File: src/rtl/pool_cu_gen.sv
// Control unit for a KxK / stride-S pooling layer: raster reads of the current
// feature map, line-buffer and pool enables, and ping-pong writes to the next layer.
module pool_cu_gen #(
    parameter int IFM_SIZE              = 14,
    parameter int IFM_DEPTH             = 6,
    parameter int KERNAL_SIZE           = 2,
    parameter int STRIDE                = 2,
    parameter int POOL_LATENCY          = 3,
    parameter int IFM_SIZE_NEXT         = (IFM_SIZE - KERNAL_SIZE) / STRIDE + 1,
    parameter int ADDRESS_SIZE_IFM      = $clog2(IFM_SIZE * IFM_SIZE),
    parameter int ADDRESS_SIZE_NEXT_IFM = (IFM_SIZE_NEXT > 1) ? $clog2(IFM_SIZE_NEXT * IFM_SIZE_NEXT) : 1,
    parameter int CH_W                  = (IFM_DEPTH > 1) ? $clog2(IFM_DEPTH) : 1
) (
    input  logic                             clk,
    input  logic                             reset,
    input  logic                             start_from_previous,
    input  logic                             end_from_next,
    input  logic                             pool_mode_in,
    output logic                             end_to_previous,
    output logic                             ifm_enable_read_current,
    output logic [ADDRESS_SIZE_IFM-1:0]      ifm_address_read_current,
    output logic [CH_W-1:0]                  ifm_channel_read_current,
    output logic                             fifo_enable,
    output logic                             pool_enable,
    output logic                             pool_mode,
    output logic                             ifm_enable_write_next,
    output logic [ADDRESS_SIZE_NEXT_IFM-1:0] ifm_address_write_next,
    output logic [CH_W-1:0]                  ifm_channel_write_next,
    output logic                             start_to_next,
    output logic                             ifm_sel_next
);

    localparam int CW = (IFM_SIZE > 1) ? $clog2(IFM_SIZE) : 1;
    localparam int SW = (STRIDE > 1) ? $clog2(STRIDE) : 1;
    localparam logic [CW-1:0]                    LAST_POS = CW'(IFM_SIZE - 1);
    localparam logic [CW-1:0]                    K_M1     = CW'(KERNAL_SIZE - 1);
    localparam logic [SW-1:0]                    S_M1     = SW'(STRIDE - 1);
    localparam logic [CH_W-1:0]                  LAST_CH  = CH_W'(IFM_DEPTH - 1);
    localparam logic [ADDRESS_SIZE_NEXT_IFM-1:0] LAST_WR  = ADDRESS_SIZE_NEXT_IFM'(IFM_SIZE_NEXT * IFM_SIZE_NEXT - 1);

    typedef enum logic [1:0] {IDLE, READ, HOLD, FINISH} main_state_t;
    typedef enum logic {EMPTY, FULL} out_state_t;

    main_state_t state;
    out_state_t  out_state;

    logic [CW-1:0]               col, row, nxt_col, nxt_row;
    logic [SW-1:0]               col_st, row_st, nxt_col_st, nxt_row_st;
    logic [ADDRESS_SIZE_IFM-1:0] nxt_addr;
    logic [CH_W-1:0]             nxt_ch;
    logic                        last_col, last_row, frame_done, window, hold_point, bank_free;
    logic [POOL_LATENCY-1:0]     pe_dly;

    // Stride phase counters are pinned at 0 until the first full window, then count mod S.
    always_comb begin
        last_col   = (col == LAST_POS);
        last_row   = (row == LAST_POS);
        frame_done = last_col && last_row && (ifm_channel_read_current == LAST_CH);
        nxt_col    = last_col ? '0 : col + 1'b1;
        nxt_row    = last_col ? (last_row ? '0 : row + 1'b1) : row;
        nxt_ch     = ifm_channel_read_current;
        nxt_addr   = ifm_address_read_current + 1'b1;
        if (last_col && last_row) begin
            nxt_addr = '0;
            nxt_ch   = (ifm_channel_read_current == LAST_CH) ? '0 : ifm_channel_read_current + 1'b1;
        end
        nxt_col_st = (nxt_col <= K_M1) ? '0 : ((col_st == S_M1) ? '0 : col_st + 1'b1);
        nxt_row_st = row_st;
        if (last_col)
            nxt_row_st = (nxt_row <= K_M1) ? '0 : ((row_st == S_M1) ? '0 : row_st + 1'b1);
        window     = (row >= K_M1) && (col >= K_M1) && (row_st == '0) && (col_st == '0);
        hold_point = (out_state == FULL) && (nxt_row == K_M1) && (nxt_col == '0) && (nxt_ch == '0);
        bank_free  = (out_state == EMPTY) || start_to_next;
    end

    assign start_to_next         = (out_state == FULL) && end_from_next;
    assign ifm_enable_write_next = pe_dly[POOL_LATENCY-1];

    always_ff @(posedge clk or posedge reset) begin
        if (reset) begin
            state                    <= IDLE;
            col                      <= '0;
            row                      <= '0;
            col_st                   <= '0;
            row_st                   <= '0;
            ifm_address_read_current <= '0;
            ifm_channel_read_current <= '0;
            ifm_enable_read_current  <= 1'b0;
            end_to_previous          <= 1'b1;
            fifo_enable              <= 1'b0;
            pool_enable              <= 1'b0;
            pool_mode                <= 1'b0;
        end else begin
            fifo_enable <= ifm_enable_read_current;
            pool_enable <= ifm_enable_read_current && window;
            case (state)
                IDLE, FINISH: begin
                    if (start_from_previous) begin
                        pool_mode       <= pool_mode_in;
                        end_to_previous <= 1'b0;
                        // With K=1 the first write lands on pixel 0, so a busy bank blocks immediately.
                        if (KERNAL_SIZE == 1 && out_state == FULL) begin
                            state <= HOLD;
                        end else begin
                            state                   <= READ;
                            ifm_enable_read_current <= 1'b1;
                        end
                    end
                end
                READ: begin
                    col                      <= nxt_col;
                    row                      <= nxt_row;
                    col_st                   <= nxt_col_st;
                    row_st                   <= nxt_row_st;
                    ifm_address_read_current <= nxt_addr;
                    ifm_channel_read_current <= nxt_ch;
                    if (frame_done) begin
                        state                   <= FINISH;
                        ifm_enable_read_current <= 1'b0;
                        end_to_previous         <= 1'b1;
                    end else if (hold_point) begin
                        state                   <= HOLD;
                        ifm_enable_read_current <= 1'b0;
                    end
                end
                HOLD: begin
                    if (bank_free) begin
                        state                   <= READ;
                        ifm_enable_read_current <= 1'b1;
                    end
                end
                default: state <= IDLE;
            endcase
        end
    end

    always_ff @(posedge clk or posedge reset) begin
        if (reset) begin
            pe_dly                 <= '0;
            ifm_address_write_next <= '0;
            ifm_channel_write_next <= '0;
            out_state              <= EMPTY;
            ifm_sel_next           <= 1'b0;
        end else begin
            pe_dly <= (pe_dly << 1) | POOL_LATENCY'(pool_enable);
            if (ifm_enable_write_next) begin
                if (ifm_address_write_next == LAST_WR) begin
                    ifm_address_write_next <= '0;
                    if (ifm_channel_write_next == LAST_CH) begin
                        ifm_channel_write_next <= '0;
                        out_state              <= FULL;
                    end else begin
                        ifm_channel_write_next <= ifm_channel_write_next + 1'b1;
                    end
                end else begin
                    ifm_address_write_next <= ifm_address_write_next + 1'b1;
                end
            end
            if (start_to_next) begin
                out_state    <= EMPTY;
                ifm_sel_next <= ~ifm_sel_next;
            end
        end
    end

endmodule

File: config.mk
export PLATFORM = sky130hd
export DESIGN_NAME = pool_cu_gen
export DESIGN_NICKNAME = d
export VERILOG_FILES = /design/src/rtl/pool_cu_gen.sv
export SDC_FILE = /design/constraint.sdc
export NUM_CORES = 1
export LEC_CHECK = 0
export BUFFER_PORTS_ARGS = -buffer_cell sky130_fd_sc_hd__buf_2
export CAP_MARGIN = 20
export CORE_MARGIN = 4
export CORE_UTILIZATION = 50
export DETAILED_ROUTE_END_ITERATION = 16
export GPL_ROUTABILITY_DRIVEN = 0
export PLACE_DENSITY = 0.72
export SLEW_MARGIN = 20
export SYNTH_ARGS = -nofsm -noshare
export SYNTH_HDL_FRONTEND = slang
export SYNTH_SLANG_ARGS = --single-unit
export TNS_END_PERCENT = 20
File: constraint.sdc
create_clock -name clk -period 2.92 [get_ports clk]
set_clock_uncertainty 0.1 [all_clocks]
set_input_delay 0.292 -clock clk [delete_from_list [all_inputs] [get_ports clk]]
set_output_delay 0.292 -clock clk [all_outputs]
set_load 0.02 [all_outputs]
==> flow_summary.ini, run 1 <==
[run_status]
status = complete, no violations

[clock_tree]
ctsHoldBuffers = 0
cts_resized = 0
cts_sinks = 42
clk_latency_ps = 290
clk_pin_slew_ps = 90
cts_setup_buffers = 0
clockRootBuffer = clkbuf_8
cts_tree = built
clock_path_buffers = 2
cts_buffers = 5
h-tree-depth = 2

[placement]
place_area_um2 = 2301
pre_cts_ws_ps = 736.2
io_buffers = 32
place_hpwl_um = 2971

[sta]
finalSetupTns_ps = 0
holdWs_ps = 0.4455
slew_headroom_pct = 56.98
setup_violations = 0
grt_setup_unrepaired = no
timing.final.ws_setup_ps = 722.4
fmax_mhz = 455.0
report.final.slew_viol_count = 0
hold_viol_final = 0
post-route-period-util_pct = 75.26
post-route-min-period_ps = 2198
worst_pin_slew_ps = 643.9

[logic_synthesis]
syn-num-nets = 215
synthAdderAreaFrac_pct = 5.383
synth_cell_types = 43
syn_inst = 201
ys_ff_latch = 42
yosysWarnings = 0
syn_area_per_cell_um2 = 10.41
ys_seq_area_share_pct = 50.30
syn_area_um2 = 2092
yosys-mux-area-fraction_pct = 4.127
synth_xor_area_share_pct = 5.024
synth.area.top_cells = dfrtp_1 (49%), ha_1 (5.4%), nand2_1 (3.9%)
synth-edff-count = 0
yosysTopAreaCell = dfrtp_1
synth_top_family_by_area = simple AND/OR/NAND/NOR gates
synth_compound_area_share_pct = 11.18
async_flop_share_pct = 100.0
yosys.area_share.simple_pct = 20.81
synth_ff_type = dfrtp_1
synth_top_area_share_pct = 49.04

[routing]
drc = 0
viasPerCell = 5.432
ant_nets = 0
vias = 1559
wirelength_um = 4011
drtPass1Iterations = 4
drtIter0Drc = 76
wl_per_cell_um = 13.98

[setup_path]
critPathBufInv = 1
slowest_delay_ps = 510
endpoint_kind = register
critPathKind = register to register
path_delay_family = simple AND/OR/NAND/NOR gates
path_max_fanout = 6
worstSetupStartpointType = register
crit_slowest_cell = nor3_1
required_ps = 3000
worst_ep_arrival_time_ps = 2280
crit_chain = inv_1 -> ha_1 -> nand3_1 -> nor3_1 -> nor2_1 -> mux2_2

[global_route]
overflow = 0
grt_pass1_vias = 1484
groute.usage.overall_pct = 16.86
grt_max_degree = 43
grt_first_pass_wirelength_um = 6886
antenna_found_initial = 0

[final_layout]
drive_gt1_share_pct = 21.94
areaGrowthSynthToFinish_pct = 14.17
insertedDiodeCount = 0
stdcell_area_um2 = 2389
final_nets = 250
fill_cells = 354

[floorplan]
pin_count = 33
die_h_um = 72.69
fp.dieW_um = 72.69
core_area_um2 = 4029
num_rows = 23
dieArea_um2 = 5283
initial_core_util_pct = 51.93

[power_and_ir_drop]
ir_worst_vdd_v = 0.0003509
powerDensity_nw_per_um2 = 404.9
fin_total_pwr_mw = 0.9671
leakagePower_nw = 1.212

[hold_path]
hold_class = primary input to async pin

[run]
drv_cap = 0
## cells in the final DEF, fill, tap and decap left out, types with 2 or more instances in the layout
cell	count
a21oi_1	10
nor3b_1	2
nor4_1	2
nor2b_1	4
or3_1	2
and3_1	2
buf_2	32
nand3_1	6
o2bb2ai_1	3
nand4_1	4
xnor2_1	7
inv_1	10
ha_1	9
nand3b_1	2
nor3_1	7
o21ai_0	13
nand2_1	22
mux2i_1	3
a21boi_0	2
xor2_1	5
nand2b_1	3
dfrtp_1	41
clkbuf_8	5
a21o_1	3
nor2_1	10
clkinv_2	2
nor4b_1	3
mux2_2	5
buf_4	2
## state kept, by name (all words and copies together), names as in the netlist
signal / cells
col: 4
col_st: 1
end_to_previous: 1
fifo_enable: 1
ifm_address_read_current: 8
ifm_address_write_next: 6
ifm_channel_read_current: 3
ifm_channel_write_next: 3
ifm_enable_read_current: 1
ifm_sel_next: 1
out_state: 1
pe_dly: 3
pool_enable: 1
pool_mode: 1
row: 4
row_st: 1
state: 2
## kinds of logic after synthesis
group | count (synthesis)
AND/OR/NAND/NOR | 76
flip-flops | 42
AO/OA/AOI/OAI | 38
buffers and inverters | 16
XOR/XNOR | 12
adder cells (fa/ha/maj) | 9
multiplexers | 8
## routing by layer
metal | global-route usage [%] | vias to the layer above | share of wire, %
met5 | 0 | - | 0
met4 | 6.557 | 0 | 1.1
met3 | 4.132 | 4 | 4.3
met2 | 26.05 | 33 | 46
met1 | 22.86 | 747 | 48
li1 | - | 775 | -
## tightest hold or removal path, cell delays in order
cell,delay [ps]
buf_2,90
inv_1,40
buf_4,420
## area by class of cell
class | count | area [um^2] | share of cell area [%]
Clock buffer | 5 | 68.82 | 2.881
Clock inverter | 3 | 18.77 | 0.7858
Inverter | 10 | 37.54 | 1.572
Multi-Input combinational cell | 143 | 973.4 | 40.75
Sequential cell | 42 | 1052 | 44.05
Tap cell | 50 | 62.56 | 2.619
Timing Repair Buffer | 34 | 175.2 | 7.334
## stage by stage
| step | utilization [%] | instances |
|---|---|---|
| global route | 59.29 | 287 |
| detailed placement | 57.11 | 279 |
| floorplan | - | 201 |
| finish | 59.29 | 287 |
| global placement | 57.11 | 279 |
| CTS | 59.29 | 287 |
## cell usage after synthesis (2+ instances only)
master and number:
nand2_1 22, a21oi_1 10, xnor2_1 7, or3_1 2
nor4_1 2, nor2b_1 4, mux2_2 5, nor3_1 7
ha_1 9, and3_1 2, a21o_1 3, nor4b_1 3
nor3b_1 2, o2bb2ai_1 3, clkbuf_1 3, o21ai_0 13
nor2_1 10, mux2i_1 3, nand2b_1 3, dfrtp_1 41
buf_2 2, nand3b_1 2, a21boi_0 2, inv_1 10
nand3_1 6, nand4_1 4, xor2_1 5
## power breakdown
part / internal, mW / leakage [nW] / switching, mW / total, mW
clock: 0.168 / 0.0483 / 0.203 / 0.372
sequential: 0.581 / 0.517 / 0 / 0.581
combinational: 0.00305 / 0.647 / 0.0113 / 0.0143
## worst paths after layout
check / startpoint / to / slack [ps] / cells past startpoint
worst max register to register: col[1] / ifm_address_read_current[0] / 720 / 6
max in group asynchronous: reset / end_to_previous / 2330 / 3
worst min register to register: pe_dly[1] / pe_dly[2] / 250 / 0
min in group clk: pool_mode_in / pool_mode / 130 / 2
worst min-delay path: reset / ifm_address_write_next[1] / 0.4 / 3
worst max-delay path: col[1] / ifm_address_read_current[0] / 720 / 6
No activity file was read; power rests on OpenSTA's default activity.
==> run 2, diff against run 1 <==
clock period = 2.1 ns   (was 2.92 ns; I/O delays follow)
==> run 2 against run 1 <==
Sequential share of layout area shrank 1.8 points. Critical path depth is the same. Fmax grew 10%. Die area is the same. Global-route usage grew 1.3 points. Flip-flop and latch count is the same. Combinational power grew 55%. Worst setup slack lost 610 ps. Largest cell class unchanged. Critical endpoint is now out_state. Design area grew 4.2%. Clock power grew 70%.
==> flow_summary.ini, run 2 (synthesis results as in run 1) <==
[sta]
finalSetupTns_ps = 0
post-route-period-util_pct = 94.77
hold_viol_final = 0
report.final.slew_viol_count = 0
post-route-min-period_ps = 1990
holdWs_ps = 45.78
grt_setup_unrepaired = no
worst_pin_slew_ps = 469.9
setup_violations = 0
fmax_mhz = 502.5
slew_headroom_pct = 68.23

[final_layout]
utilization_pct = 61.80
drive_gt1_share_pct = 25.10
final_cell_mix = dfrtp_1 (41), buf_2 (32), nand2_1 (22)
areaGrowthSynthToFinish_pct = 19.02
regMostFlops = ifm_address_read_current
largest_reg_flops = 8
layout_commonest_cell = dfrtp_1
top_regs = ifm_address_read_current: 8 flops, ifm_address_write_next: 6 flops
stdcell_area_um2 = 2490
insertedDiodeCount = 0
final_nets = 260

[floorplan]
core_area_um2 = 4029
dieArea_um2 = 5283
pin_count = 33
die_h_um = 72.69
num_rows = 23
initial_core_util_pct = 51.93
fp.dieW_um = 72.69

[routing]
drtIter0Drc = 71
viasPerCell = 5.340
drc = 0
wl_per_cell_um = 14.47
wirelength_um = 4297
drtPass1Iterations = 4
vias = 1586
ant_nets = 0

[clock_tree]
cts_buffers = 5
clk_pin_slew_ps = 80
clockRootBuffer = clkbuf_8
clk_latency_ps = 300
cts_sinks = 42
cts_setup_buffers = 0
h-tree-depth = 2
clock_path_buffers = 2
cts_tree = built

[placement]
place_area_um2 = 2369
place_hpwl_um = 3016
io_buffers = 32

[global_route]
antenna_found_initial = 0
grt_pass1_vias = 1548
grt_max_degree = 37
groute.usage.overall_pct = 18.18
overflow = 0
grt_first_pass_wirelength_um = 7279

[setup_path]
endpoint_kind = register
reg2reg_setup_slack_ps = 110
required_ps = 2240
worst_ep_arrival_time_ps = 2130
path_max_fanout = 5
worstSetupStartpointType = register
critPathKind = register to register
worst_r2r_path_depth = 6

[hold_path]
hold_class = primary input to register
hold_depth = 2

[run]
drv_cap = 0

[run_status]
status = complete, no violations

[power_and_ir_drop]
leakagePower_nw = 1.269
powerDensity_nw_per_um2 = 587.3
ir_worst_vdd_v = 0.0004664
## run 2: changes by cell type in the layout (fill, tap and decap cells not counted), sizes merged
cell | previous run | this run
dlygate4sd3 | 0 | 1
bufinv | 0 | 1
inv | 11 | 10
buf | 34 | 43
## run 2: area by class of cell
| type | count | area [um^2] |
|---|---|---|
| Clock buffer | 5 | 68.82 |
| Clock inverter | 3 | 40.04 |
| Fill cell | 340 | 1539 |
| Inverter | 10 | 37.54 |
| Multi-Input combinational cell | 143 | 975.9 |
| Sequential cell | 42 | 1052 |
| Tap cell | 50 | 62.56 |
| Timing Repair Buffer | 44 | 252.7 |
## run 2: where the power goes
part	switching [mW]	leakage (nW)	internal [mW]
clock network	0.282	0.0579	0.350
logic	0.0168	0.694	0.00541
registers	0	0.517	0.808
total	0.299	1.27	1.16
## run 2: worst max-delay path: stages, from the launching register on
cell and delay [ps]:
dfrtp_1 440, inv_1 80, ha_1 140, nand4b_1 130
or4b_4 540, nor4b_1 310, or2_2 170
## run 2: worst paths after layout
| path | startpoint | to |
|---|---|---|
| setup / recovery | ifm_address_write_next[0] | out_state |
| hold / removal | pool_mode_in | pool_mode |
| setup reg to reg | ifm_address_write_next[0] | out_state |
| hold reg to reg | pe_dly[1] | pe_dly[2] |
| max in group asynchronous | reset | end_to_previous |
| min in group asynchronous | reset | pe_dly[1] |
## run 2: repair_timing
action,4_1_cts,5_1_grt
hold buffers,1,0
endpoints found under the hold margin,6,0
setup endpoints to repair,0,1
resized for setup,0,1
## run 2: layer usage
| metal | track usage [%] | routed length [um] | vias up |
|---|---|---|---|
| li1 | - | - | 795 |
| met1 | 23.89 | 1975 | 751 |
| met2 | 28.36 | 2053 | 38 |
| met3 | 4.270 | 244 | 2 |
| met4 | 8.607 | 23 | 0 |
| met5 | 0 | 0 | - |
## run 2: metrics by stage
step / cells / setup slack [ps] / total power, mW
CTS: 297 / 126.8 / 1.483
global route: 297 / 3.431 / 1.519
floorplan: 201 / 168.2 / 0.8363
detailed placement: 288 / 169.1 / 0.8461
finish: 297 / 109.8 / 1.462
global placement: 288 / 197.6 / 0.8457
==> run 3, diff against run 2 <==
BUFFER_PORTS_ARGS = default   (was -buffer_cell sky130_fd_sc_hd__buf_2)
CORE_MARGIN = 5   (was 4)
DONT_BUFFER_PORTS = 1   (was default)
PLACE_DENSITY = 0.65   (was 0.72)
==> run 3 against run 2 <==
Worst hold slack improved by 11 ps. Sequential power barely moved. Die area rose by 5.6%. Worst setup slack improved by 67 ps. Utilization fell by 2.1 points.
==> flow_summary.ini, run 3 (synthesis results as in run 1) <==
[run_status]
status = complete, no violations

[floorplan]
die_h_um = 74.69
fp.dieW_um = 74.69
pin_count = 33
num_rows = 23
core_area_um2 = 4029
dieArea_um2 = 5578
initial_core_util_pct = 51.93

[power_and_ir_drop]
powerDensity_nw_per_um2 = 606.1
power_frac_seq_pct = 55.4
power_frac_clock_pct = 43.1
leakagePower_nw = 1.155
internal-power_mw = 1.168
ir_worst_vdd_v = 0.0003591
switching_power_mw = 0.2897
comb_power_share_pct = 1.5
swShare_pct = 19.87
fin_total_pwr_mw = 1.458

[sta]
grt_setup_unrepaired = no
worst_pin_slew_ps = 528.3
post-route-period-util_pct = 91.60
holdWs_ps = 57.01
timing.final.ws_setup_ps = 176.3
finalSetupTns_ps = 0
report.final.slew_viol_count = 0
hold_viol_final = 0
slew_headroom_pct = 64.29
setup_violations = 0
fmax_mhz = 519.8
post-route-min-period_ps = 1924

[routing]
drc = 0
drtPass1Iterations = 4
vias = 1535
wl_per_cell_um = 15.33
drtIter0Drc = 80
ant_nets = 0
viasPerCell = 5.623
wirelength_um = 4185

[global_route]
grt_max_degree = 23
grt_first_pass_wirelength_um = 6851
overflow = 0
groute.usage.overall_pct = 16.22
grt_pass1_vias = 1532
antenna_found_initial = 0

[setup_path]
critPathKind = register to register
worst_r2r_path_depth = 7
r2r-end = ifm_address_read_current[0]
worstSetupStartpointType = register
path_max_fanout = 6
worst_ep_arrival_time_ps = 2010
reg2reg_setup_slack_ps = 180
required_ps = 2180
endpoint_kind = register
reg2reg_from = col[1]

[clock_tree]
clock_path_buffers = 2
cts_setup_buffers = 0
h-tree-depth = 2
clockRootBuffer = clkbuf_8
cts_sinks = 42
cts_buffers = 5
cts_tree = built
clk_pin_slew_ps = 80
clk_latency_ps = 290

[hold_path]
hold_path_end = end_to_previous
hold_depth = 3
hold_start = start_from_previous
hold_class = primary input to register

[final_layout]
utilization_pct = 59.69
largest_reg_flops = 8
fill_cells = 323
seqCellArea_um2 = 1052
stdcell_area_um2 = 2405
regMostFlops = ifm_address_read_current
layout_commonest_cell = dfrtp_1
top_regs = ifm_address_read_current: 8 flops, ifm_address_write_next: 6 flops
insertedDiodeCount = 0
multi_input_area_um2 = 987.2
drive_gt1_share_pct = 17.49
final_nets = 236
final_cell_mix = dfrtp_1 (41), nand2_1 (22), buf_4 (18)
final-instance-count-excl-fill = 273
areaGrowthSynthToFinish_pct = 14.95

[placement]
place_area_um2 = 2261
place_hpwl_um = 3089
io_buffers = 0
place_inst = 263
pre_cts_ws_ps = 97.46

[run]
drv_cap = 0
## run 3: worst max path at each step
stage          startpoint                     endpoint  cells after the start
2_1_floorplan      col[1]  ifm_channel_read_current[1]                      6
3_3_place_gp       col[1]      ifm_enable_read_current                      7
3_5_place_dp       col[1]  ifm_address_read_current[0]                      7
4_1_cts            col[1]  ifm_address_read_current[0]                      7
5_1_grt            col[1]                     state[0]                      7
6_report           col[1]  ifm_address_read_current[0]                      7
## run 3: what timing repair did
item	4_1_cts	5_1_grt
hold buffers	2	0
endpoints found under the setup margin	0	8
hold endpoints to repair	42	0
gates resized for setup	0	4
## run 3: area by class of cell
type	instances	share of cell area, %
clock buffers	6	3.018
clock inverters	2	1.561
inverters	10	1.561
multi-input cells	143	41.05
flip-flops and latches	42	43.76
well taps	50	2.601
repair buffers	20	6.452
## run 3: worst max-delay path: stages (launching register included)
cell and delay (ps):
dfrtp_1 450, inv_2 120, ha_2 250, nand3_1 190, nor3_1 230, buf_4 160
nor2_1 40, mux2_2 270
## run 3: power by group through the flow
stage | logic (mW) | registers [mW] | clock network [mW]
global route | 0.0263 | 0.808 | 0.686
finish | 0.0214 | 0.808 | 0.628
floorplan | 0.0122 | 0.824 | 0
global placement | 0.0189 | 0.824 | 0
CTS | 0.0230 | 0.808 | 0.648
detailed placement | 0.0200 | 0.824 | 0
## run 3: routing by layer
layer	up-vias	part of all wire [%]	track usage [%]
met2	42	49	26.54
li1	752	-	-
met5	-	0	0
met1	731	41	19.46
met4	0	2.2	7.115
met3	10	7.6	5.607
